[src/rtl/mult_pkg.sv]
// Shared types for the sequential Booth multiplier: FSM states, recode opcodes, helpers.
package mult_pkg;

    typedef enum logic [1:0] {
        ST_IDLE = 2'd0,
        ST_CALC = 2'd1,
        ST_DONE = 2'd2
    } state_t;

    typedef enum logic [2:0] {
        NOP,
        ADD1,
        SUB1,
        ADD2,
        SUB2
    } booth_op_t;

    function automatic int clog2(input int v);
        int r;
        r = 0;
        for (int i = 0; i < 31; i++) begin
            if ((1 << i) < v) r = i + 1;
        end
        return r;
    endfunction

    // Radix-2 looks at the current bit and the bit shifted out last step.
    function automatic booth_op_t recode2(input logic [1:0] g);
        case (g)
            2'b01:   return ADD1;
            2'b10:   return SUB1;
            default: return NOP;
        endcase
    endfunction

    function automatic booth_op_t recode4(input logic [2:0] g);
        case (g)
            3'b001, 3'b010: return ADD1;
            3'b011:         return ADD2;
            3'b100:         return SUB2;
            3'b101, 3'b110: return SUB1;
            default:        return NOP;
        endcase
    endfunction

endpackage

[src/rtl/booth_seq_mult_if.sv]
// Start/busy/done handshake and operand/product bus of the sequential multiplier.
interface booth_seq_mult_if #(
    parameter int WIDTH = 8
);
    logic               start;
    logic               signed_mode;
    logic [WIDTH-1:0]   in_a;
    logic [WIDTH-1:0]   in_b;
    logic               busy;
    logic               done;
    logic [2*WIDTH-1:0] out_c;

    modport master (
        output start, signed_mode, in_a, in_b,
        input  busy, done, out_c
    );

    modport slave (
        input  start, signed_mode, in_a, in_b,
        output busy, done, out_c
    );
endinterface

[src/rtl/booth_seq_step.sv]
// One combinational Booth step: recode, add/sub into A, arithmetic shift of {A,Q}.
// BOOTH_RADIX4_EN selects modified (radix-4) recoding with a 2-bit shift.
module booth_seq_step
    import mult_pkg::*;
#(
    parameter int E  = 9,
    parameter int AW = 9
) (
    input  logic [AW-1:0] a,
    input  logic [E:0]    q,
    input  logic [E-1:0]  m,
    output logic [AW-1:0] a_nxt,
    output logic [E:0]    q_nxt
);
    booth_op_t       op;
    logic [AW-1:0]   m1;
    logic [AW-1:0]   sum;
    logic signed [AW+E:0] shifted;

`ifdef BOOTH_RADIX4_EN
    localparam int SH = 2;
    logic [AW-1:0] m2;
    // A carries one guard bit so that +/-2M cannot overflow.
    assign op = recode4(q[2:0]);
    assign m1 = {{(AW-E){m[E-1]}}, m};
    assign m2 = m1 << 1;
`else
    localparam int SH = 1;
    assign op = recode2(q[1:0]);
    assign m1 = m;
`endif

    always_comb begin
        sum = a;
        case (op)
            ADD1:    sum = a + m1;
            SUB1:    sum = a - m1;
`ifdef BOOTH_RADIX4_EN
            ADD2:    sum = a + m2;
            SUB2:    sum = a - m2;
`endif
            default: sum = a;
        endcase
    end

    assign shifted        = $signed({sum, q}) >>> SH;
    assign {a_nxt, q_nxt} = shifted;

endmodule

[src/rtl/booth_seq_mult.sv]
// Sequential Booth multiplier with start/busy/done handshake and runtime signed mode.
// Define BOOTH_RADIX4_EN for radix-4 recoding (WIDTH must be even); default is radix-2.
module booth_seq_mult
    import mult_pkg::*;
#(
    parameter int WIDTH = 8
) (
    input logic           clk,
    input logic           rst_n,
    booth_seq_mult_if.slave bus
);
`ifdef BOOTH_RADIX4_EN
    localparam int E  = WIDTH + 2;
    localparam int AW = E + 1;
    localparam int N  = E / 2;
    if (WIDTH % 2 != 0) begin : g_odd_width
        $error("booth_seq_mult: WIDTH must be even for radix-4");
    end
`else
    localparam int E  = WIDTH + 1;
    localparam int AW = E;
    localparam int N  = E;
`endif
    if (WIDTH < 2) begin : g_small_width
        $error("booth_seq_mult: WIDTH must be at least 2");
    end

    localparam int CW = (clog2(N) < 1) ? 1 : clog2(N);

    state_t               state;
    logic [AW-1:0]        a_r, a_nxt;
    logic [E:0]           q_r, q_nxt;
    logic [E-1:0]         m_r;
    logic [CW-1:0]        cnt;
    logic                 busy_r, done_r;
    logic [2*WIDTH-1:0]   out_r;

    // One extra bit keeps unsigned operands positive inside the signed datapath.
    function automatic logic [E-1:0] ext(input logic [WIDTH-1:0] v, input logic s);
        return {{(E-WIDTH){s & v[WIDTH-1]}}, v};
    endfunction

    booth_seq_step #(.E(E), .AW(AW)) u_step (
        .a     (a_r),
        .q     (q_r),
        .m     (m_r),
        .a_nxt (a_nxt),
        .q_nxt (q_nxt)
    );

    always_ff @(posedge clk) begin
        if (!rst_n) begin
            state  <= ST_IDLE;
            busy_r <= 1'b0;
            done_r <= 1'b0;
            out_r  <= '0;
            cnt    <= '0;
            a_r    <= '0;
            q_r    <= '0;
            m_r    <= '0;
        end else begin
            case (state)
                ST_IDLE, ST_DONE: begin
                    done_r <= 1'b0;
                    if (bus.start) begin
                        a_r    <= '0;
                        q_r    <= {ext(bus.in_a, bus.signed_mode), 1'b0};
                        m_r    <= ext(bus.in_b, bus.signed_mode);
                        cnt    <= CW'(N - 1);
                        busy_r <= 1'b1;
                        state  <= ST_CALC;
                    end else begin
                        state  <= ST_IDLE;
                    end
                end
                ST_CALC: begin
                    a_r <= a_nxt;
                    q_r <= q_nxt;
                    if (cnt == '0) begin
                        out_r  <= (2*WIDTH)'({a_nxt, q_nxt[E:1]});
                        busy_r <= 1'b0;
                        done_r <= 1'b1;
                        state  <= ST_DONE;
                    end else begin
                        cnt <= cnt - 1'b1;
                    end
                end
                default: begin
                    busy_r <= 1'b0;
                    done_r <= 1'b0;
                    state  <= ST_IDLE;
                end
            endcase
        end
    end

    assign bus.busy  = busy_r;
    assign bus.done  = done_r;
    assign bus.out_c = out_r;

endmodule
[src/flat_wrapper.sv]
// flat-port wrapper written by rule: the top's interface ports become plain ports
module booth_seq_mult_flat import mult_pkg::*;
#(
    parameter int WIDTH = 8
)
  (clk, rst_n, bus_start, bus_signed_mode, bus_in_a, bus_in_b, bus_busy, bus_done, bus_out_c);
  booth_seq_mult_if #(.WIDTH(WIDTH)) bus_i ();
  input logic clk;
  input logic rst_n;
  input wire logic [$bits(bus_i.start)-1:0] bus_start;
  input wire logic [$bits(bus_i.signed_mode)-1:0] bus_signed_mode;
  input wire logic [$bits(bus_i.in_a)-1:0] bus_in_a;
  input wire logic [$bits(bus_i.in_b)-1:0] bus_in_b;
  output wire logic [$bits(bus_i.busy)-1:0] bus_busy;
  output wire logic [$bits(bus_i.done)-1:0] bus_done;
  output wire logic [$bits(bus_i.out_c)-1:0] bus_out_c;
  assign bus_i.start = bus_start;
  assign bus_i.signed_mode = bus_signed_mode;
  assign bus_i.in_a = bus_in_a;
  assign bus_i.in_b = bus_in_b;
  assign bus_busy = bus_i.busy;
  assign bus_done = bus_i.done;
  assign bus_out_c = bus_i.out_c;
  booth_seq_mult #(.WIDTH(WIDTH)) u_core (.clk(clk), .rst_n(rst_n), .bus(bus_i));
endmodule
[config.mk]
export PLATFORM = sky130hd
export DESIGN_NAME = booth_seq_mult_flat
export DESIGN_NICKNAME = d
export VERILOG_FILES = /design/src/rtl/mult_pkg.sv /design/src/rtl/booth_seq_mult_if.sv /design/src/rtl/booth_seq_step.sv /design/src/rtl/booth_seq_mult.sv /design/src/flat_wrapper.sv
export SDC_FILE = /design/constraint.sdc
export NUM_CORES = 1
export LEC_CHECK = 0
export ABC_AREA = 1
export CORE_MARGIN = 2
export CORE_UTILIZATION = 43
export DETAILED_ROUTE_END_ITERATION = 10
export PLACE_DENSITY_LB_ADDON = 0.25
export SKIP_CTS_REPAIR_TIMING = 1
export SYNTH_ARGS = -nofsm -noshare
export SYNTH_HDL_FRONTEND = slang
export SYNTH_SLANG_ARGS = --single-unit
[constraint.sdc]
create_clock -name clk -period 2.4 [get_ports clk]
set_clock_uncertainty 0.05 [all_clocks]
set_input_delay 0.48 -clock clk [delete_from_list [all_inputs] [get_ports clk]]
set_output_delay 0.48 -clock clk [all_outputs]
set_load 0.02 [all_outputs]
==> results of run 1 <==
## state kept, by name, summed over array words and instances (netlist names)
signal and cells:
u_core.a_r 8, u_core.bus.busy 1, u_core.bus.done 1, u_core.bus.out_c 16
u_core.cnt 4, u_core.m_r 9, u_core.q_r 10, u_core.state 2
## metal layers
metal | share of wire | wire (um) | track usage | vias to the layer above
met3 | 0.033 | 203 | 0.0328 | 10
met1 | 0.47 | 2900 | 0.225 | 1139
met5 | 0 | 0 | 0 | -
met2 | 0.49 | 3020 | 0.321 | 50
met4 | 0.016 | 99 | 0.0611 | 0
li1 | - | - | - | 1260
## Yosys cell counts, types with 3 or more instances
cell type	count	share of area
a31oi_1	4	0.0094
dfxtp_1	51	0.38
nand2_1	82	0.12
nand2_4	3	0.013
inv_2	3	0.0042
buf_6	3	0.013
inv_1	52	0.073
ha_1	12	0.056
buf_2	3	0.0056
o21ai_2	10	0.033
nand3_1	40	0.075
o21ai_0	25	0.047
a21oi_1	21	0.039
nor2_1	22	0.031
xor2_1	7	0.023
o21ai_1	3	0.0056
## power groups by stage
stage | Combinational [uW] | Clock [uW] | Sequential, uW
3_3_place_gp | 560 | 0 | 948
2_1_floorplan | 404 | 0 | 959
5_1_grt | 708 | 663 | 938
4_1_cts | 572 | 631 | 930
6_report | 626 | 617 | 932
3_5_place_dp | 570 | 0 | 949
## kinds of logic after synthesis
group,after synthesis,synth area share
simple gates,154,0.262
flops,51,0.382
fa+ha+maj,13,0.0637
buf+inv,68,0.108
xor+xnor,9,0.0295
compound gates,70,0.155
## layout make-up
cell class | instances | area share
clock buffers | 6 | 0.0218
multi-input cells | 246 | 0.435
well taps | 75 | 0.0282
repair buffers | 45 | 0.129
flip-flops and latches | 51 | 0.308
clock inverters | 2 | 0.0117
inverters | 57 | 0.0658
## worst max-delay path by stage
stage,start,to,slack [ps],depth (start not counted)
4_1_cts,u_core.m_r[0],u_core.a_r[6],-60,17
3_3_place_gp,u_core.m_r[0],u_core.a_r[6],20,17
5_1_grt,u_core.m_r[0],u_core.a_r[6],-40,16
6_report,u_core.m_r[0],u_core.bus.out_c[15],140,18
3_5_place_dp,u_core.m_r[0],u_core.a_r[6],-30,17
2_1_floorplan,u_core.m_r[0],u_core.a_r[6],250,17
## worst max-delay path: stages, from the launching register on
cell and delay (ps):
dfxtp_2 340, inv_2 80, ha_4 140, nand2_2 70, nor2_4 120, nand2_1 60, nand2_1 70, xor2_1 140
inv_1 80, ha_4 290, nand2_1 90, nor2_2 140, nand3_2 120, nand2_2 90, nand2_1 60, nand3_1 70
nand3_1 70, nand2_1 60, inv_1 30
## stage by stage
stage / total power, uW / setup WS, ps / TNS (ps) / cells / instance area (um^2)
3_3_place_gp: 1510 / 23.8 / 0 / 470 / 3100
5_1_grt: 2310 / -40.1 / -70.1 / 482 / 3330
2_1_floorplan: 1360 / 248 / 0 / 365 / 2670
6_report: 2180 / 136 / 0 / 482 / 3330
4_1_cts: 2130 / -57.8 / -84.6 / 478 / 3210
3_5_place_dp: 1520 / -26.8 / -26.8 / 470 / 3100
==> impl_metrics.env, run 1 <==
export IMPL_cts_max_path_buffers=2
export IMPL_synth_area_um2=2670
export IMPL_via_count=2459
export IMPL_final_common_cell="nand2_1"
export IMPL_grt_max_degree=23
export IMPL_ff2ff_setup_slack_ps=140
export IMPL_pwr_share_comb=0.288
export IMPL_nNetsFinal=439
export IMPL_p_clk_frac=0.283
export IMPL_area_growth_pct=24.6
export IMPL_yosys_warnings=0
export IMPL_vias_per_cell=5.10
export IMPL_antenna_found_initial=0
export IMPL_synth_edff_count=0
export IMPL_cts_root_buf="clkbuf_8"
export IMPL_r2r_cells=18
export IMPL_multi_input_area_um2=1450
export IMPL_synthArstFlopShare=0
export IMPL_die_area_um2=6860
export IMPL_ys_ff_latch=51
export IMPL_r2r_end="u_core.bus.out_c[15]"
export IMPL_cellLeakagePower_uw=0.00145
export IMPL_p_sw_uw=708
export IMPL_cts_tree="yes"
export IMPL_wl_mm=6.23
export IMPL_clock_sinks=51
export IMPL_clk_insertion_delay_late_ps=310
export IMPL_gp_congestion=0.868
export IMPL_maxCapViolations=0
export IMPL_grt_pass1_wl_mm=10.5
export IMPL_worstPathArrival_ps=2420
export IMPL_maxSlewViolCount=0
export IMPL_crit_required_ps=2560
export IMPL_synth_cells=365
export IMPL_synth_seq_area_share=0.382
export IMPL_power_density_nw_per_um2=654
export IMPL_worstSetupPathType="reg2reg"
export IMPL_whs_path_depth=1
export IMPL_dr_pass1_iters=4
export IMPL_ant_nets=0
export IMPL_clk_pin_slew_ps=100
export IMPL_critPathLaunchType="register"
export IMPL_min_from="u_core.state[0]"
export IMPL_fmaxAchievable_mhz=442
export IMPL_ys_types=33
export IMPL_mostFrequentLayoutCells="nand2_1, inv_1, dfxtp_1"
export IMPL_syn_num_nets=398
export IMPL_fillers=618
export IMPL_cts_made_buffers=5
export IMPL_core_rowCount=28
export IMPL_min_to="u_core.bus.busy"
export IMPL_finish_utilization=0.558
export IMPL_die_x_um=82.8
export IMPL_die_y_um=82.8
export IMPL_rr_startpoint="u_core.m_r[0]"
export IMPL_ff_latch_area_um2=1020
export IMPL_p_sw_frac=0.325
export IMPL_grt_usage=0.183
export IMPL_avgRoutedWirePerCell_um=12.9
export IMPL_fin_crit_sh=0.944
export IMPL_avgSynthCellArea_um2=7.32
export IMPL_worst_slew_pin_slew_ps=422
export IMPL_run_status="finished, final reports clean"
export IMPL_first_iter_violations=78
export IMPL_gr_total_overflow=0
export IMPL_pwr_share_seq=0.429
export IMPL_timing_hold_ws_ps=415
export IMPL_initial_core_util=0.448
export IMPL_cp_end_kind="register"
export IMPL_worst_path_max_fanout=5
export IMPL_drc=0
export IMPL_slew_limit_headroom=0.718
export IMPL_grt_pass1_vias=2351
export IMPL_layout_drive_gt1_share=0.130
export IMPL_cts_max_level=2
export IMPL_min_period_ps=2260
export IMPL_place_hpwl_mm=4.63
export IMPL_antenna_cells=0
export IMPL_hold_path_class="reg2reg"
export IMPL_intPower_uw=1470
export IMPL_coreArea_um2=5960
export IMPL_synth_main_ff_cell="dfxtp_1"
export IMPL_port_buffers=37
export IMPL_max_vdd_ir_drop_uv=469
export IMPL_setup_viol=0
export IMPL_pin_count=38
export IMPL_hold_viol_final=0
No activity file was read; power rests on OpenSTA's default activity.
==> run 2, diff against run 1 <==
--- a/config.mk
+++ b/config.mk
@@ -10,6 +10,7 @@
 export CORE_UTILIZATION = 43
 export DETAILED_ROUTE_END_ITERATION = 10
 export PLACE_DENSITY_LB_ADDON = 0.25
+export REMOVE_ABC_BUFFERS = 1
 export SKIP_CTS_REPAIR_TIMING = 1
 export SYNTH_ARGS = -nofsm -noshare
 export SYNTH_HDL_FRONTEND = slang
==> run 2 against run 1 <==
Register-to-register slack better by 70 ps. Utilization up 0.25 points. Worst hold slack gained 8.8 ps. Non-clock buffer count fell by 2. Count of clock-buffer cells in the layout is 1 lower. Largest cell class unchanged.
==> impl_metrics.env, run 2 (synthesis results as in run 1) <==
export IMPL_grt_usage=0.182
export IMPL_path_cells="inv_2, ha_4, nand2_2, nor2_4, nand2_1, nand2_1, xor2_1, inv_1, ha_4, nand2_2, nor2_4, nand3_2, nand2_2, nand2_1, nand3_1, nand3_1, nand2_1, inv_1"
export IMPL_cp_slowest_stage_delay_ps=330
export IMPL_die_x_um=82.8
export IMPL_min_from="u_core.cnt[0]"
export IMPL_cp_num_cells=18
export IMPL_power_uw=2270
export IMPL_cts_root_buf="clkbuf_8"
export IMPL_fmaxAchievable_mhz=456
export IMPL_cp_top_family="simple AND/OR/NAND/NOR gates"
export IMPL_clk_insertion_delay_late_ps=310
export IMPL_run_status="finished, final reports clean"
export IMPL_r2r_end="u_core.bus.out_c[15]"
export IMPL_gp_congestion=0.882
export IMPL_startpoint="u_core.m_r[0]"
export IMPL_dp_cells=470
export IMPL_fillers=596
export IMPL_grt_pass1_wl_mm=10.6
export IMPL_place_hpwl_mm=4.47
export IMPL_mostFrequentLayoutCells="nand2_1, inv_1, dfxtp_1"
export IMPL_cellLeakagePower_uw=0.00145
export IMPL_dr_pass1_iters=4
export IMPL_first_iter_violations=115
export IMPL_stdcell_count=480
export IMPL_setup_viol=0
export IMPL_grt_pass1_vias=2379
export IMPL_placed_area_um2=3100
export IMPL_wl_met2_mm=2.91
export IMPL_worstSetupPathType="reg2reg"
export IMPL_max_vdd_ir_drop_uv=420
export IMPL_initial_core_util=0.448
export IMPL_crit_buf_inv=3
export IMPL_clk_pin_slew_ps=90
export IMPL_die_area_um2=6860
export IMPL_ant_nets=0
export IMPL_rr_startpoint="u_core.m_r[0]"
export IMPL_min_period_ps=2190
export IMPL_antenna_cells=0
export IMPL_r2r_cells=18
export IMPL_pin_count=38
export IMPL_drc=0
export IMPL_port_buffers=37
export IMPL_slowest_stage="dfxtp_2"
export IMPL_via_count=2398
export IMPL_final_common_cell="nand2_1"
export IMPL_nNetsFinal=437
export IMPL_area_growth_pct=25.1
export IMPL_design_area_um2=3340
export IMPL_crit_required_ps=2570
export IMPL_met3_length_um=172
export IMPL_maxSlewViolCount=0
export IMPL_layout_drive_gt1_share=0.131
export IMPL_path_common_cell="nand2_1"
export IMPL_hold_path_class="reg2reg"
export IMPL_worst_slew_pin_slew_ps=435
export IMPL_largest_reg_flops=16
export IMPL_critPathLaunchType="register"
export IMPL_hold_viol_final=0
export IMPL_met1Wirelength_mm=2.81
export IMPL_grt_max_degree=21
export IMPL_crit_path_end="u_core.bus.out_c[15]"
export IMPL_highest_layer="met4"
export IMPL_power_density_nw_per_um2=678
export IMPL_maxCapViolations=0
export IMPL_cp_end_kind="register"
export IMPL_wl_mm=6.00
export IMPL_antenna_found_initial=0
export IMPL_avgRoutedWirePerCell_um=12.5
export IMPL_ff2ff_setup_slack_ps=210
export IMPL_slew_limit_headroom=0.710
export IMPL_clock_sinks=51
export IMPL_worst_path_max_fanout=4
export IMPL_worstPathArrival_ps=2360
export IMPL_cts_max_path_buffers=2
export IMPL_gr_total_overflow=0
export IMPL_cts_tree="yes"
export IMPL_cts_made_buffers=5
export IMPL_cts_max_level=2
export IMPL_coreArea_um2=5960
export IMPL_die_y_um=82.8
export IMPL_fin_crit_sh=0.914
export IMPL_core_rowCount=28
export IMPL_vias_per_cell=5.00
## run 2: cell types whose count changed in the layout (fill, tap and decap cells not counted)
cell,previous run,this run
nand3_2,3,2
nand2_2,2,3
nor2_2,1,0
buf_4,8,6
nor2_4,1,2
ha_1,8,7
clkbuf_1,1,0
nand3_1,38,39
inv_6,1,0
ha_2,0,1
clkinvlp_4,0,1
nand2_1,80,79
bufinv_16,1,2
## run 2: per-stage QoR
| stage | setup WS [ps] | util | hold slack, ps | TNS (ps) |
|---|---|---|---|---|
| floorplan | 230 | - | 387 | 0 |
| global placement | 42.6 | 0.520 | 404 | 0 |
| detailed placement | 1.51 | 0.520 | 413 | 0 |
| CTS | -26.5 | 0.543 | 425 | -30.8 |
| global route | -9.03 | 0.561 | 448 | -9.03 |
| finish | 206 | 0.561 | 424 | 0 |
## run 2: worst min-delay path by stage
stage | to | slack, ps | cells after the start
floorplan | u_core.bus.busy | 390 | 1
global placement | u_core.cnt[0] | 400 | 2
detailed placement | u_core.cnt[0] | 410 | 2
CTS | u_core.cnt[0] | 430 | 2
global route | u_core.bus.busy | 450 | 1
finish | u_core.cnt[0] | 420 | 2
## run 2: worst min-delay path, cell delays in order (launching register included)
cell	delay [ps]
dfxtp_1	320
nand2_1	60
a21oi_1	60
## run 2: power by group
part	total, uW	switching [uW]	internal [uW]
clock network	712	296	416
registers	932	32.9	899
logic	623	373	251
## run 2: final cells by class
| type | instances | area (um^2) | share of cell area |
|---|---|---|---|
| multi-input cells | 246 | 1450 | 0.435 |
| flip-flops and latches | 51 | 1020 | 0.306 |
| repair buffers | 43 | 415 | 0.124 |
| inverters | 57 | 219 | 0.0655 |
| well taps | 75 | 93.8 | 0.0281 |
| clock buffers | 5 | 68.8 | 0.0206 |
| clock inverters | 3 | 67.6 | 0.0202 |
## run 2: metal layers
metal / vias up / global-route usage
met5: - / 0
met4: 0 / 0.0596
met3: 9 / 0.0408
met2: 36 / 0.313
met1: 1096 / 0.226
li1: 1257 / -
